==> src/rtl/pmp_frame_ctrl_if.sv <==
// Memory-access and fault-handshake bundle between the core/N-CLIC side and pmp_frame_ctrl.
// The master drives accesses and acknowledges faults; the slave checks and raises them.
interface pmp_frame_ctrl_if #(
  parameter int AddrWidth = 16
);
  logic                 mem_valid;
  logic [AddrWidth-1:0] mem_addr;
  logic                 fault_ack;
  logic                 fault_req;
  logic [AddrWidth-1:0] fault_addr;
  logic                 fault_lost;

  modport master (
    output mem_valid, mem_addr, fault_ack,
    input  fault_req, fault_addr, fault_lost
  );

  modport slave (
    input  mem_valid, mem_addr, fault_ack,
    output fault_req, fault_addr, fault_lost
  );
endinterface

==> src/rtl/pmp_frame_ctrl.sv <==
// Stack-frame bound controller: LIFO of per-interrupt-level stack end pointers, window check
// of every load/store against [sp, ep] or a CSR grant window, and a held fault request.
module pmp_frame_ctrl #(
  parameter int                   AddrWidth = 16,
  parameter int                   Depth     = 8,
  parameter logic [AddrWidth-1:0] StackTop  = '1
) (
  input  logic                         clk,
  input  logic                         reset,
  input  logic                         enable,
  input  logic                         irq_entry,
  input  logic                         irq_exit,
  input  logic [AddrWidth-1:0]         sp,
  input  logic                         grant_en,
  input  logic [AddrWidth-1:0]         grant_lo,
  input  logic [AddrWidth-1:0]         grant_hi,
  pmp_frame_ctrl_if.slave              bus,
  output logic [AddrWidth-1:0]         ep_out,
  output logic [$clog2(Depth+1)-1:0]   depth_out,
  output logic                         overflow,
  output logic                         underflow
);

  localparam int DepthW = $clog2(Depth + 1);
  localparam int IdxW   = (Depth > 1) ? $clog2(Depth) : 1;

  typedef enum logic {
    IDLE,
    FAULT
  } state_e;

  logic [AddrWidth-1:0] frame_q [Depth];
  logic [AddrWidth-1:0] frame_d [Depth];
  logic [DepthW-1:0]    depth_q,      depth_d;
  logic                 overflow_q,   overflow_d;
  logic                 underflow_q,  underflow_d;
  state_e               state_q,      state_d;
  logic [AddrWidth-1:0] fault_addr_q, fault_addr_d;
  logic                 fault_lost_q, fault_lost_d;

  logic                 in_frame;
  logic                 in_grant;
  logic                 viol;

  // Active frame end is always derived from registered state, so it moves the cycle after entry/exit.
  always_comb begin
    ep_out = StackTop;
    if (depth_q != '0) ep_out = frame_q[IdxW'(depth_q - 1'b1)];
  end

  // Frame LIFO next-state.
  always_comb begin
    frame_d     = frame_q;
    depth_d     = depth_q;
    overflow_d  = overflow_q;
    underflow_d = underflow_q;
    unique case ({irq_entry, irq_exit})
      2'b10: begin
        if (depth_q < DepthW'(Depth)) begin
          frame_d[IdxW'(depth_q)] = sp;
          depth_d                 = depth_q + 1'b1;
        end else begin
          overflow_d = 1'b1;
        end
      end
      2'b01: begin
        if (depth_q != '0) depth_d     = depth_q - 1'b1;
        else               underflow_d = 1'b1;
      end
      2'b11: begin
        if (depth_q != '0) frame_d[IdxW'(depth_q - 1'b1)] = sp;
      end
      default: ;
    endcase
  end

  assign in_frame = (sp <= bus.mem_addr) && (bus.mem_addr <= ep_out);
  assign in_grant = grant_en && (grant_lo <= bus.mem_addr) && (bus.mem_addr <= grant_hi);
  assign viol     = enable && bus.mem_valid && !(in_frame || in_grant);

  always_comb begin
    state_d      = state_q;
    fault_addr_d = fault_addr_q;
    fault_lost_d = 1'b0;
    unique case (state_q)
      IDLE: begin
        if (viol) begin
          state_d      = FAULT;
          fault_addr_d = bus.mem_addr;
        end
      end
      FAULT: begin
        // A second violation is reported as lost, never re-captured, even on the ack cycle.
        fault_lost_d = viol;
        if (bus.fault_ack) state_d = IDLE;
      end
      default: state_d = IDLE;
    endcase
  end

  always_ff @(posedge clk) begin
    if (reset) begin
      depth_q      <= '0;
      overflow_q   <= 1'b0;
      underflow_q  <= 1'b0;
      state_q      <= IDLE;
      fault_addr_q <= '0;
      fault_lost_q <= 1'b0;
    end else begin
      depth_q      <= depth_d;
      overflow_q   <= overflow_d;
      underflow_q  <= underflow_d;
      state_q      <= state_d;
      fault_addr_q <= fault_addr_d;
      fault_lost_q <= fault_lost_d;
    end
  end

  // NOTE: frame storage is deliberately left unreset; entries above depth_q are never read.
  always_ff @(posedge clk) begin
    frame_q <= frame_d;
  end

  assign depth_out      = depth_q;
  assign overflow       = overflow_q;
  assign underflow      = underflow_q;
  assign bus.fault_req  = (state_q == FAULT);
  assign bus.fault_addr = fault_addr_q;
  assign bus.fault_lost = fault_lost_q;

endmodule

==> src/flat_wrapper.sv <==
// flat-port wrapper written by rule: the top's interface ports become plain ports
module pmp_frame_ctrl_flat 
#(
  parameter int                   AddrWidth = 16,
  parameter int                   Depth     = 8,
  parameter logic [AddrWidth-1:0] StackTop  = '1
)
  (clk, reset, enable, irq_entry, irq_exit, sp, grant_en, grant_lo, grant_hi, ep_out, depth_out, overflow, underflow, bus_mem_valid, bus_mem_addr, bus_fault_ack, bus_fault_req, bus_fault_addr, bus_fault_lost);
  pmp_frame_ctrl_if #(.AddrWidth(AddrWidth)) bus_i ();
  input  logic clk;
  input  logic reset;
  input  logic enable;
  input  logic irq_entry;
  input  logic irq_exit;
  input  logic [AddrWidth-1:0] sp;
  input  logic grant_en;
  input  logic [AddrWidth-1:0] grant_lo;
  input  logic [AddrWidth-1:0] grant_hi;
  output logic [AddrWidth-1:0] ep_out;
  output logic [$clog2(Depth+1)-1:0] depth_out;
  output logic overflow;
  output logic underflow;
  input wire logic [$bits(bus_i.mem_valid)-1:0] bus_mem_valid;
  input wire logic [$bits(bus_i.mem_addr)-1:0] bus_mem_addr;
  input wire logic [$bits(bus_i.fault_ack)-1:0] bus_fault_ack;
  output wire logic [$bits(bus_i.fault_req)-1:0] bus_fault_req;
  output wire logic [$bits(bus_i.fault_addr)-1:0] bus_fault_addr;
  output wire logic [$bits(bus_i.fault_lost)-1:0] bus_fault_lost;
  assign bus_i.mem_valid = bus_mem_valid;
  assign bus_i.mem_addr = bus_mem_addr;
  assign bus_i.fault_ack = bus_fault_ack;
  assign bus_fault_req = bus_i.fault_req;
  assign bus_fault_addr = bus_i.fault_addr;
  assign bus_fault_lost = bus_i.fault_lost;
  pmp_frame_ctrl #(.AddrWidth(AddrWidth), .Depth(Depth), .StackTop(StackTop)) u_core (.clk(clk), .reset(reset), .enable(enable), .irq_entry(irq_entry), .irq_exit(irq_exit), .sp(sp), .grant_en(grant_en), .grant_lo(grant_lo), .grant_hi(grant_hi), .bus(bus_i), .ep_out(ep_out), .depth_out(depth_out), .overflow(overflow), .underflow(underflow));
endmodule
==> config.mk <==
export PLATFORM = sky130hd
export DESIGN_NAME = pmp_frame_ctrl_flat
export DESIGN_NICKNAME = d
export VERILOG_FILES = /design/src/rtl/pmp_frame_ctrl_if.sv /design/src/rtl/pmp_frame_ctrl.sv /design/src/flat_wrapper.sv
export SDC_FILE = /design/constraint.sdc
export NUM_CORES = 1
export LEC_CHECK = 0
export CAP_MARGIN = 20
export CORE_UTILIZATION = 45
export CTS_CLUSTER_SIZE = 10
export DETAILED_ROUTE_END_ITERATION = 12
export HOLD_SLACK_MARGIN = 0.1
export MAX_ROUTING_LAYER = met4
export PLACE_DENSITY = 0.71
export REMOVE_ABC_BUFFERS = 1
export SLEW_MARGIN = 20
export SYNTH_ARGS = -nofsm -noshare
export SYNTH_HDL_FRONTEND = slang
export SYNTH_SLANG_ARGS = --single-unit
==> constraint.sdc <==
create_clock -name clk -period 5.8 [get_ports clk]
set_input_delay 0.87 -clock clk [delete_from_list [all_inputs] [get_ports clk]]
set_output_delay 0.87 -clock clk [all_outputs]
set_load 0.05 [all_outputs]
==> metrics.md <==
| Metric | Value |
|---|---|
| Status | `completed` |
| Met2 routed WL | `approximately 11 mm` |
| Mapped Cells | `841` |
| CP startpoint kind | `flip-flop` |
| Highest metal layer with signal wires | `met4` |
| First-pass GRT wire length | `36.1 mm` |
| Crit path max fanout | `22` |
| CTS H-tree lvls | `4` |
| Post-synthesis cell type count | `58` |
| Compound-Gate Fraction of Synth Area | `0.0981` |
| Placed Area | `10200 um^2` |
| Cell Area, Synth | `8790 um^2` |
| Most common cell on crit path | `a21oi_1` |
| Maxcap violations | `0` |
| Worst-margin pin slew | `between 0.8 and 0.9 ns` |
| Slowest Stage Delay on Critical Path | `0.63 ns` |
| Min-Delay Path Class | `flip-flop to flip-flop` |
| Final WL | `23.5 mm` |
| PD cells | `between 300 and 400 nW/um^2` |
| 1st-iter DRT viols | `479` |
| Initial Utilization | `0.465` |
| Mean Syn Cell Area | `10.4 um^2` |
| Top cells by area, synth | `edfxtp_1, ha_1, and2_1` |
| Met1 wire length | `10.3 mm` |
| Antenna-violating nets left | `0` |
| Clock transition at path regs | `approximately 0.06 ns` |
| Detailed Routing Iterations Pass 1 | `5` |
| Power, Total | `3670 uW` |
| Area Growth Syn to Fin | `23.3%` |
| Layout cell share with drive strength beyond 1 | `0.0699` |
| Post-synthesis adder-cell area fraction | `0.0940` |
| Nets | `1084` |
| Vias per cell | `5.53` |
| Worst skew pair latency | `0.43 ns` |
| Fin. max-slew vios | `0` |
| Asr flop ratio synth | `0` |
| Yosys reg bits | `around 150` |
| Initial antenna violation count | `0` |
| # IOs | `112` |
| Commonest register cell after synthesis | `edfxtp_1` |
| Main combinational cell family by area after synthesis | `simple AND/OR/NAND/NOR gates` |
| Final instance area | `around 11000 um^2` |
| CORE AREA | `roughly 19000 um^2` |
| # DRC | `0` |
| Worst Setup Path Type | `flip-flop to flip-flop` |
| Synth top area share | `0.437` |
| Simple-Gate Fraction of Synth Area | `0.223` |
| Mux cell area share after synthesis | `0.0491` |
| Top cells by count, synth | `edfxtp_1, and2_1, nand2_1, ha_1, a21oi_1` |
| RSZ-0062 raised after global routing | `no` |
| Detailed-placement wirelength estimate | `16.4 mm` |
| Vias | `6740` |
| Clk buf depth | `2` |
| Area leader, netlist | `edfxtp_1` |
| Rows | `50` |
| CP Data Required Time | `6.15 ns` |
| Grt total ovfl | `0` |
| Count leader, synth | `edfxtp_1` |
| Register area share after synthesis | `0.492` |
| Largest net degree at the start of global routing | `45` |
| Diodes inserted | `0` |
| Die height | `142 um` |
| Gr usage total | `0.251` |
| Die area | `20100 um^2` |
| Crit-path cells | `inv_1, ha_2, xor2_4, buf_4, nand2_1, a21oi_1, a31oi_1, a21oi_1, nor3_1, ha_1, nand4_1, nor4_1, a21boi_1, o31a_1, o221a_2, mux2i_1` |
| Max_slew headroom | `0.465` |
| Final Hold Viols | `0` |
| Root Driver | `clkbuf_16` |
| Vias in the first global route | `between 6000 and 7000` |
| EDFF count, synth | `128` |
| F_max | `0.195 GHz` |
| Xor/xnor share of the synthesized area | `0.00299` |
| Die width | `142 um` |
| Worst vdd ir | `around 0.26 mV` |
| Synth warnings | `0` |
| Skew final | `0.00713 ns` |
| Clock sink count | `152` |
| Wire per inst | `19.3 um` |
| Leak pwr | `about 0.0041 uW` |
| PortBufs | `around 110` |
| CP arrival | `5.47 ns` |
| Cts bufs inserted | `17` |
| RePlAce Congestion | `0.846` |
| Wire length on met3 | `1.32 mm` |
| Worst Setup End Kind | `flip-flop` |
| Minimum clock period | `5.12 ns` |
| Period utilization | `0.883` |
| Cts hold-fix bufs | `0` |
| # setup viols final | `0` |
| CTS tree | `built` |
| Critical path's slowest cell | `xor2_4` |
logic make-up (layout without fill, tap and decap cells):
group / Yosys count / after routing
buf+inv: 84 / 202
simple gates: 365 / 365
flops: 152 / 152
mux: 38 / 38
xor+xnor: 3 / 3
compound gates: 133 / 133
fa+ha+maj: 66 / 66
layer usage:
metal  track usage  vias to the layer above
li1              -                     3228
met4        0.0832                        0
met2         0.406                      228
met1         0.317                     3251
met5             -                        -
met3        0.0493                       33
metrics by stage:
step | instances | setup WS, ns | util | hold slack (ns) | TNS (ns)
finish | 1219 | 0.681 | 0.573 | 0.471 | 0
global route | 1219 | 0.327 | 0.573 | 0.503 | 0
CTS | 1219 | 0.380 | 0.574 | 0.476 | 0
detailed placement | 1187 | 0.495 | 0.540 | 0.460 | 0
global placement | 1187 | 0.670 | 0.540 | 0.451 | 0
floorplan | 796 | -2.27 | - | 0.692 | -92.91
final timing paths:
kind	start	to	slack (ns)	cells after the start
max	u_core.depth_out[1]$_SDFFE_PP0P_	u_core.bus.fault_addr[15]$_SDFFE_PP0P_	0.68	16
min	u_core.overflow$_SDFFE_PP0P_	u_core.overflow$_SDFFE_PP0P_	0.47	2
max reg2reg	u_core.depth_out[1]$_SDFFE_PP0P_	u_core.bus.fault_addr[15]$_SDFFE_PP0P_	0.68	16
min reg2reg	u_core.overflow$_SDFFE_PP0P_	u_core.overflow$_SDFFE_PP0P_	0.47	2
worst max-delay path, delay by kind of cell, from the launching register on:
kind	cells	cell delay (ns)
buf+inv	2	0.57
flops	1	0.59
fa+ha+maj	2	0.60
simple gates	4	0.82
compound gates	6	1.56
xor+xnor	1	0.63
mux	1	0.27
repair_timing:
item / 4_1_cts / 5_1_grt
setup buffers: 0 / 0
gates resized for setup: 0 / 1
endpoints found under the setup margin: 0 / 15
layout by cell type, fill, tap and decap left out, types with 5 or more instances in the layout:
cell / instances
buf_4: 19
clkdlybuf4s50_1: 110
nor2_1: 46
nor2b_1: 42
ha_1: 65
nand2_1: 76
nand2b_1: 33
nand3_1: 14
inv_1: 38
mux2i_1: 33
edfxtp_1: 128
a311oi_1: 6
o21ai_0: 7
nand4_1: 11
a21oi_1: 57
clkbuf_16: 22
dfxtp_1: 23
and2_1: 101
or3_1: 6
nor3_1: 11
or4_1: 7
a31oi_1: 22
nor4_1: 12
a21o_1: 5
sequential cells by signal, summed over array words and instances (netlist names):
name / cells
u_core.bus.fault_addr: 16
u_core.bus.fault_req: 1
u_core.depth_out: 4
u_core.underflow: 1
u_core.bus.fault_lost: 1
u_core.overflow: 1
u_core.frame_q: 128
final cells by class:
class                      instances  area (um^2)
tap                              260          325
fill                            1589         8060
inverter                          39          146
clock inverter                     6         42.5
multi-input combinational        605         4140
clock buffer                      26          586
timing repair buffer             131         1270
sequential                       152         4330
report_power, final:
group	internal [uW]	leakage, uW	switching [uW]
Sequential	1240	0.00131	22.9
Clock	701	0.000307	447
Combinational	451	0.00249	804
No activity file was read; power rests on OpenSTA's default activity.
